### src/rtl/div_pkg.sv
// Shared constants, encodings and decode helpers for the iterative divider.
package div_pkg;

   localparam int unsigned DIV_XLEN = 32;
   localparam int unsigned ITER_N   = 32;
   localparam int unsigned CNT_W    = $clog2(ITER_N);

   typedef enum logic [2:0] {
      F3_DIV  = 3'b100,
      F3_DIVU = 3'b101,
      F3_REM  = 3'b110,
      F3_REMU = 3'b111
   } funct3_e;

   typedef enum logic [1:0] {
      ST_IDLE = 2'd0,
      ST_BUSY = 2'd1,
      ST_DONE = 2'd2
   } state_e;

   // Signed variants operate on two's-complement magnitudes.
   function automatic logic f3_signed(input logic [2:0] f3);
      return (f3 == F3_DIV) || (f3 == F3_REM);
   endfunction

   // Remainder variants return the remainder instead of the quotient.
   function automatic logic f3_rem(input logic [2:0] f3);
      return (f3 == F3_REM) || (f3 == F3_REMU);
   endfunction

endpackage

### src/rtl/div_core.sv
// Restoring shift-subtract datapath: one quotient bit per step on unsigned magnitudes.
module div_core
   import div_pkg::*;
#(
   parameter int unsigned XLEN = DIV_XLEN
) (
   input  logic            clk,
   input  logic            rst,
   input  logic            load,
   input  logic            step,
   input  logic [XLEN-1:0] a_mag,
   input  logic [XLEN-1:0] b_mag,
   output logic [XLEN-1:0] quo_nxt,
   output logic [XLEN-1:0] rem_nxt
);

   logic [XLEN-1:0] rem_q;
   logic [XLEN-1:0] quo_q;
   logic [XLEN-1:0] dvs_q;
   logic [XLEN:0]   shifted;
   logic [XLEN:0]   diff;

   // Partial remainder, dividend/quotient shift register and divisor.
   always_ff @(posedge clk or negedge rst) begin
      if (!rst) begin
         rem_q <= '0;
         quo_q <= '0;
         dvs_q <= '0;
      end else if (load) begin
         rem_q <= '0;
         quo_q <= a_mag;
         dvs_q <= b_mag;
      end else if (step) begin
         rem_q <= rem_nxt;
         quo_q <= quo_nxt;
      end
   end

   // Trial subtract; the sign of the 33-bit difference selects restore or keep.
   always_comb begin
      shifted = {rem_q, quo_q[XLEN-1]};
      diff    = shifted - {1'b0, dvs_q};
      if (!diff[XLEN]) begin
         rem_nxt = diff[XLEN-1:0];
         quo_nxt = {quo_q[XLEN-2:0], 1'b1};
      end else begin
         rem_nxt = shifted[XLEN-1:0];
         quo_nxt = {quo_q[XLEN-2:0], 1'b0};
      end
   end

endmodule

### src/rtl/div_sequencer.sv
// Multi-cycle DIV/DIVU/REM/REMU unit for the Execute stage: FSM, iteration
// counter, sign fix-up and special-case results around div_core.
// Optional macro DIV_EARLY_OUT_EN: divisor 0, signed overflow and dividend 0
// bypass the iteration and complete one cycle after start.
module div_sequencer
   import div_pkg::*;
#(
   parameter int unsigned XLEN = DIV_XLEN
) (
   input  logic            clk,
   input  logic            rst,
   input  logic            start_E,
   input  logic [2:0]      funct3_E,
   input  logic [XLEN-1:0] op_a_E,
   input  logic [XLEN-1:0] op_b_E,
   input  logic            flush_E,
   output logic            stall_req,
   output logic            result_valid,
   output logic [XLEN-1:0] result
);

   localparam logic [CNT_W-1:0] CNT_LAST = CNT_W'(ITER_N - 1);
   localparam logic [XLEN-1:0]  MIN_NEG  = {1'b1, {(XLEN-1){1'b0}}};

   state_e          state;
   state_e          state_nxt;
   logic [CNT_W-1:0] cnt;
   logic [2:0]      f3_q;
   logic [XLEN-1:0] a_q;
   logic [XLEN-1:0] b_q;
   logic [XLEN-1:0] result_q;
   logic            core_load;
   logic            core_step;
   logic            res_load;
   logic [XLEN-1:0] res_nxt;
   logic [XLEN-1:0] a_mag;
   logic [XLEN-1:0] b_mag;
   logic [XLEN-1:0] quo_nxt;
   logic [XLEN-1:0] rem_nxt;

   // Absolute value for signed ops; 0x80000000 maps to 2^31 as unsigned.
   function automatic logic [XLEN-1:0] magnitude(input logic sgn, input logic [XLEN-1:0] x);
      return (sgn && x[XLEN-1]) ? -x : x;
   endfunction

   // Final result from unsigned quotient/remainder magnitudes and the original operands.
   function automatic logic [XLEN-1:0] fix_result(input logic [2:0]      f3,
                                                   input logic [XLEN-1:0] a,
                                                   input logic [XLEN-1:0] b,
                                                   input logic [XLEN-1:0] q_mag,
                                                   input logic [XLEN-1:0] r_mag);
      logic            sgn;
      logic [XLEN-1:0] q;
      logic [XLEN-1:0] r;
      sgn = f3_signed(f3);
      if (b == '0) begin
         q = '1;
         r = a;
      end else if (sgn && (a == MIN_NEG) && (b == '1)) begin
         q = MIN_NEG;
         r = '0;
      end else begin
         q = (sgn && (a[XLEN-1] ^ b[XLEN-1])) ? -q_mag : q_mag;
         r = (sgn && a[XLEN-1]) ? -r_mag : r_mag;
      end
      return f3_rem(f3) ? r : q;
   endfunction

`ifdef DIV_EARLY_OUT_EN
   // Operand patterns whose result is known without iterating.
   function automatic logic early_out(input logic [2:0]      f3,
                                      input logic [XLEN-1:0] a,
                                      input logic [XLEN-1:0] b);
      return (b == '0) || (a == '0) ||
             (f3_signed(f3) && (a == MIN_NEG) && (b == '1));
   endfunction
`endif

   assign a_mag  = magnitude(f3_signed(funct3_E), op_a_E);
   assign b_mag  = magnitude(f3_signed(funct3_E), op_b_E);
   assign result = result_q;

   div_core #(
      .XLEN (XLEN)
   ) u_core (
      .clk     (clk),
      .rst     (rst),
      .load    (core_load),
      .step    (core_step),
      .a_mag   (a_mag),
      .b_mag   (b_mag),
      .quo_nxt (quo_nxt),
      .rem_nxt (rem_nxt)
   );

   // FSM state register.
   always_ff @(posedge clk or negedge rst) begin
      if (!rst) begin
         state <= ST_IDLE;
      end else begin
         state <= state_nxt;
      end
   end

   // Latched operation, iteration counter and held result.
   always_ff @(posedge clk or negedge rst) begin
      if (!rst) begin
         cnt      <= '0;
         f3_q     <= '0;
         a_q      <= '0;
         b_q      <= '0;
         result_q <= '0;
      end else begin
         if (core_load) begin
            f3_q <= funct3_E;
            a_q  <= op_a_E;
            b_q  <= op_b_E;
            cnt  <= '0;
         end else if (core_step) begin
            cnt  <= cnt + CNT_W'(1);
         end
         if (res_load) begin
            result_q <= res_nxt;
         end
      end
   end

   // Next state, datapath controls, pipeline stall and result strobe.
   always_comb begin
      state_nxt    = state;
      core_load    = 1'b0;
      core_step    = 1'b0;
      res_load     = 1'b0;
      res_nxt      = result_q;
      stall_req    = 1'b0;
      result_valid = 1'b0;
      case (state)
         ST_IDLE: begin
            if (start_E && !flush_E) begin
               stall_req = 1'b1;
               core_load = 1'b1;
`ifdef DIV_EARLY_OUT_EN
               if (early_out(funct3_E, op_a_E, op_b_E)) begin
                  state_nxt = ST_DONE;
                  res_load  = 1'b1;
                  res_nxt   = fix_result(funct3_E, op_a_E, op_b_E, a_mag, '0);
               end else begin
                  state_nxt = ST_BUSY;
               end
`else
               state_nxt = ST_BUSY;
`endif
            end
         end
         ST_BUSY: begin
            stall_req = 1'b1;
            if (flush_E) begin
               state_nxt = ST_IDLE;
            end else begin
               core_step = 1'b1;
               if (cnt == CNT_LAST) begin
                  state_nxt = ST_DONE;
                  res_load  = 1'b1;
                  res_nxt   = fix_result(f3_q, a_q, b_q, quo_nxt, rem_nxt);
               end
            end
         end
         ST_DONE: begin
            result_valid = !flush_E;
            state_nxt    = ST_IDLE;
         end
         default: begin
            state_nxt = ST_IDLE;
         end
      endcase
   end

endmodule

### config.mk
export PLATFORM = sky130hd
export DESIGN_NAME = div_sequencer
export DESIGN_NICKNAME = d
export VERILOG_FILES = /design/src/rtl/div_pkg.sv /design/src/rtl/div_core.sv /design/src/rtl/div_sequencer.sv
export SDC_FILE = /design/constraint.sdc
export NUM_CORES = 1
export LEC_CHECK = 0
export ABC_AREA = 1
export CAP_MARGIN = 20
export CORE_MARGIN = 3
export CORE_UTILIZATION = 38
export DETAILED_ROUTE_END_ITERATION = 8
export SYNTH_ARGS = -nofsm -noshare
export SYNTH_HDL_FRONTEND = slang
export SYNTH_SLANG_ARGS = --single-unit
### constraint.sdc
create_clock -name clk -period 3.77 [get_ports clk]
set_input_delay 0.754 -clock clk [delete_from_list [all_inputs] [get_ports clk]]
set_output_delay 0.754 -clock clk [all_outputs]
set_load 0.02 [all_outputs]
# Word level (Yosys, flattened, before mapping)
# Cells that the tools add are included.
dict set report totals {
  reg_bits 202
  mem_bits_ro 0
  ramBits 0
  memories 0
  latch_bits 0
}
dict set report classes {
  muxes 30
  addsub 6
  reduce_logical 16
  n_mul 0
  n_bitwise 2
  div_mod_pow 0
  eq_ne 12
  n_lt_le_gt_ge 0
  shifts 0
}
# cell n
set op_table {}
lappend op_table {{$mux 32} 14}
lappend op_table {{$neg 32->32} 4}
lappend op_table {{$eq 32x32->1 const B} 2}
lappend op_table {{$sub 33x32->33} 1}
lappend op_table {{$logic_not 32->1} 1}
lappend op_table {{$eq 3x3->1 const B} 5}
lappend op_table {{$mux 5} 2}
lappend op_table {{$mux 1} 9}
lappend op_table {{$logic_and 1x1->1} 7}
lappend op_table {{$mux 2} 3}
lappend op_table {{$add 5x1->5 const B} 1}
lappend op_table {{$eq 5x5->1 const B} 1}
lappend op_table {{$pmux 2 s2} 1}
lappend op_table {{$reduce_and 4->1} 1}
lappend op_table {{$logic_or 1x1->1} 3}
lappend op_table {{$ne 3x3->1 const B} 1}
lappend op_table {{$eq 2x1->1 const B} 1}
lappend op_table {{$eq 2x2->1 const B} 1}
lappend op_table {{$logic_not 2->1} 1}
lappend op_table {{$ne 2x2->1 const B} 1}
lappend op_table {{$pmux 1 s2} 1}
lappend op_table {{$reduce_and 2->1} 1}
lappend op_table {{$reduce_bool 2->1} 1}
lappend op_table {{$logic_not 1->1} 1}
lappend op_table {{2 further kinds} 2}

# Logic depth before layout (Yosys ltp)
# Gate-level depths: netlist of run 1.
dict set report depth {
  ltp_word 7
  mapped_depth 33
}

# Modules after synthesis
# From an unflattened synthesis of run 1, not the netlist that was laid out.
dict set report hier_totals {
  cells_unflattened 2575
  hier_area_um2 16124.2
}
# module instances area_per_inst_um2 cells_each
set modules_own_cells {}
lappend modules_own_cells {div_sequencer 1 8773.4 1441}
lappend modules_own_cells {div_core 1 7350.8 1134}

# Worst setup path after synthesis of run 1
# Ideal clock, no wire load.
dict set report synth_timing {
  kind {register to register}
  startpoint {reg u_core.quo_q[31]}
  endpoint {reg result_q[24] (netlist: result[24])}
  synth_period_minus_slack_ns 4.010
  arrival_ns 3.944
  slack_ns -0.240
  n_path_buf 2
  path_stages_with_launch 30
  path_cell_list {dfrtp_1 -> inv_1 -> ha_1 -> inv_1 -> fa_1 -> nand2_1 -> nand2_1 -> nand3_1 -> nand2_2 -> nand2_2 -> nand2_2 -> nand2_4 -> nand3_2 -> nand2_4 -> buf_6 -> buf_4 -> ha_1 -> nand2_1 -> nor2_1 -> nand2_1 -> nor3_1 -> nand3_1 -> nor2_1 -> nand3_1 -> o41ai_1 -> xor2_1 -> nand2_1 -> a21oi_1 -> nand2_1 -> nand2_1}
}
dict set report synth_via {
  elab_chain_cells 7
  elab_cells_between_ends 12
}
# element line
set synth_lines {}
lappend synth_lines {{start, declared} div_core.sv:18} ;# logic [XLEN-1:0] quo_q;
lappend synth_lines {{start signal, assigned} div_core.sv:31} ;# quo_q <= a_mag;
lappend synth_lines {{start signal, assigned} div_core.sv:35} ;# quo_q <= quo_nxt;
lappend synth_lines {{$sub 33x32->33} div_core.sv:42} ;# diff = shifted - {1'b0, dvs_q};
lappend synth_lines {{$mux 1 / $mux 32 (equally long branches)} div_core.sv:43} ;# if (!diff[XLEN]) begin
lappend synth_lines {{$neg 32->32 (on tied branches)} {div_sequencer.sv:63, div_sequencer.sv:64}}
lappend synth_lines {{$mux 32 (on tied branches)} {div_sequencer.sv:63, div_sequencer.sv:64}}
lappend synth_lines {{$mux 32} div_sequencer.sv:59} ;# end else if (sgn && (a == MIN_NEG) && (b == '1)) begin
lappend synth_lines {{$mux 32} div_sequencer.sv:56} ;# if (b == '0) begin
lappend synth_lines {{$mux 32 (*)} div_sequencer.sv:66} ;# return f3_rem(f3) ? r : q;
lappend synth_lines {{end signal, assigned} div_sequencer.sv:123} ;# result_q <= res_nxt;
lappend synth_lines {{end, declared} div_sequencer.sv:31} ;# logic [XLEN-1:0] result_q;
# Mark *: on every way between the ends. The rest lies on a longest branch, timed or not.
# A chain may end at the register's enable or synchronous reset.

# Worst setup path after layout of run 1
dict set report layout_timing {
  startpoint {reg u_core.quo_q[31]}
  endpoint {reg result_q[6] (netlist: result[6])}
}
# The elaborated chain is that of the path after synthesis.

==> qor.yml, run 1 <==
logic_synthesis:
  synth_top_area_cell: "dfrtp_1"
  synth_warnings: 0
  ys_seq_area_frac: 0.329
  synth_top_area_share: 0.329
  synth-edff-count: 0
  syn_inst: 2334
  synth_nets: 2444
  syn-cell-area_um2: 15300
  synth_seq_cells: 201
  ys_types: 59
  synth_area_leaders: "dfrtp_1, nand2_1, inv_1, o21ai_0, nand3_1"
  syn_area_per_cell_um2: 6.54
  ys.flop_type: "dfrtp_1"
  async_reset_ff_frac: 1.00
die:
  core-area_um2: 39200
  ioPinCount: 105
  die_h_um: 206
  std_cell_rows: 72
  fp.dieW_um: 206
  initial_core_util: 0.390
  die_area_um2: 42600
pwr:
  vdd_drop_max_uv: 410
  switching_share: 0.513
  p_leak_nw: 9.40
  seq_power_share: 0.192
  p_int_mw: 8.03
  power_density_nw_per_um2: 864
  p_clk_frac: 0.145
  net-switching-power_mw: 8.46
  comb_power_share: 0.663
finish:
  area_delta_synth_final_pct: 24.9
  multiInputGateArea_um2: 9040
  fillers: 3939
  nets: 2634
  final_area_um2: 19100
  regArea_um2: 5030
  drive_gt1_frac: 0.143
  n_antenna_cell: 0
timing:
  worst_pin_slew_ns: 0.658
  finalSetupViolCount: 0
  slew_headroom: 0.561
  rsz0062_at_grt: "true"
  clock-skew-final_ns: 0.0165
  drv_slew: 0
  min_period_ns: 3.73
  fin_crit_sh: 0.989
  hold_viol: 0
  finalWorstSetupSlack_ns: 0.0407
  max_freq_mhz: 268
placed_design:
  postPlaceCellArea_um2: 17500
  place_congestion: 0.952
  pre_cts_slack_ns: -0.203
  hpwl_um: 44400
  numPortBuffers: 104
grt:
  grt.overflow.total: 0
  met3_usage: 0.0397
  use_met1: 0.411
  top_usage_layer: "met1"
  met2_usage: 0.395
  grt_pass1_vias: 15336
  grt_max_degree: 122
  grt_usage: 0.267
  grt_pass1_wl_um: 88800
  antenna_found_initial: 0
route:
  first_iter_violations: 1814
  viasPerCell: 5.37
  drt-pass1-iter-count: 5
  route.antenna.remaining_nets: 0
  dr_total_vias: 16428
  wl_um: 57200
  wl_per_cell_um: 18.7
  drc: 0
worst_setup_path:
  worstSetupEndpointType: "flip-flop"
  critPathKind: "flip-flop to flip-flop"
  cp.required_ns: 4.20
  start_kind: "flip-flop"
  cpPeakStageDelay_ns: 0.39
  crit_top_cell: "nand2_4"
  r2r_slack_ns: 0.04
  cp_max_fo: 14
  cp.arrival_ns: 4.16
  crit_slowest_cell: "dfrtp_1"
flow_run:
  max-cap-violations: 0
clocking:
  cts_tree: "built"
  cts.htree.levels: 1
  cts_buffers: 25
  cts_max_path_buffers: 3
  ctsHoldBuffers: 0
  path_clk_slew_ns: 0.06
  cts_sinks: 201
  clk_latency_ns: 0.55
  root_buffer: "clkbuf_16"
worst_hold_path:
  hold_path.class: "primary input to asynchronous set/reset pin"
outcome:
  status: "finished, final reports clean"
[flip-flops by register name (all words and copies together) (netlist names)]
signal,cells
a_q,32
b_q,32
cnt,5
f3_q,3
result,32
state,2
u_core.dvs_q,31
u_core.quo_q,32
u_core.rem_q,32
[kinds of logic after synthesis]
logic type      after synthesis  share of synthesized area
fa+ha+maj                    39                     0.0324
simple gates               1211                      0.349
xor+xnor                     34                     0.0195
flops                       201                      0.329
compound gates              413                      0.158
buf+inv                     436                      0.112
[final timing paths]
| path | from | to | cells past startpoint |
|---|---|---|---|
| min reg2reg | cnt[3] | cnt[3] | 1 |
| max | u_core.quo_q[31] | result[6] | 28 |
| min | rst | result[15] | 1 |
| max in group asynchronous | rst | u_core.dvs_q[20] | 2 |
| min in group clk | cnt[3] | cnt[3] | 1 |
| max reg2reg | u_core.quo_q[31] | result[6] | 28 |
[cell type report]
cell class | count | share of cell area
multi-input cells | 1698 | 0.474
clock buffers | 32 | 0.0363
clock inverters | 12 | 0.00531
repair buffers | 240 | 0.116
flip-flops and latches | 201 | 0.264
well taps | 518 | 0.0340
inverters | 358 | 0.0708
[synth_stat cells (3+ instances only)]
cell	count
xnor2_1	12
a21o_1	3
nor2_1	185
inv_2	8
o22ai_1	41
dfrtp_1	201
nor3_1	54
clkinv_1	3
inv_1	347
buf_2	3
nand3_1	144
nand2_4	7
nand2_2	42
nand4_1	33
nor4_1	41
o21ai_0	155
buf_6	3
nand3b_1	8
a22oi_1	3
buf_1	6
or2_2	8
ha_1	38
o211ai_1	13
nor2_2	13
a221oi_1	6
xor2_1	22
o221ai_1	21
a31o_2	3
a21oi_2	3
a31oi_1	12
o21ai_1	6
nand2_1	662
o21bai_1	9
clkbuf_1	62
nor2_4	6
a21oi_1	114
o21a_1	4
o31ai_1	4
[power by group through the flow]
stage | Clock (mW) | Combinational, mW | Sequential, mW
6_report | 2.39 | 10.9 | 3.17
5_1_grt | 2.52 | 12.1 | 3.22
4_1_cts | 2.42 | 9.66 | 3.13
3_5_place_dp | 0 | 9.50 | 3.17
3_3_place_gp | 0 | 9.49 | 3.15
2_1_floorplan | 0 | 6.64 | 2.94
[stage by stage]
step	util	instances	setup TNS [ns]	total power [mW]	hold WS, ns
floorplan	-	2334	-0.00389	9.59	0.434
global placement	0.446	2978	-0.305	12.6	0.453
detailed placement	0.446	2978	-0.694	12.7	0.458
CTS	0.470	3036	0	15.2	0.263
global route	0.487	3059	-2.28	17.8	0.279
finish	0.487	3059	0	16.5	0.240
[routing by layer]
| layer | vias to the layer above | routed length (um) |
|---|---|---|
| li1 | 8016 | - |
| met1 | 7709 | 27400 |
| met2 | 637 | 24100 |
| met3 | 66 | 4750 |
| met4 | 0 | 1010 |
| met5 | - | 0 |
[repair_timing]
action,CTS,global route
setup buffers,14,22
endpoints found under the hold margin,0,0
pin swaps,8,54
gates resized for setup,12,108
setup endpoints to repair,4,30
gates cloned,0,3
[critical path, delay by kind of cell, from the launching register on]
kind	cells	cell delay, ns
flops	1	0.39
simple gates	16	1.37
fa+ha+maj	2	0.54
buf+inv	8	0.95
compound gates	2	0.33
[cell usage in the layout (no fill, tap or decap), types with 13 or more instances in the layout]
cell type	n
dfrtp_1	201
nand2_4	15
nor4_1	41
o221ai_1	20
nand2_1	634
inv_1	342
nor2_4	13
o22ai_1	41
nand4_1	33
ha_1	30
xor2_1	19
nor2_1	172
a21oi_1	110
nor2_2	19
clkdlybuf4s50_1	103
o211ai_1	13
o21ai_0	145
nand3_1	132
nor3_1	51
buf_4	120
clkbuf_16	27
nand2_2	62
Power figures use the tool's default switching activity.
==> run 2: changes to the inputs <==
--- a/config.mk
+++ b/config.mk
@@ -6,7 +6,6 @@
 export NUM_CORES = 1
 export LEC_CHECK = 0
 export ABC_AREA = 1
-export CAP_MARGIN = 20
 export CORE_MARGIN = 3
 export CORE_UTILIZATION = 38
 export DETAILED_ROUTE_END_ITERATION = 8
==> results of run 2 <==
Same layout as run 1: the final DEF is identical, and so are final timing and power.
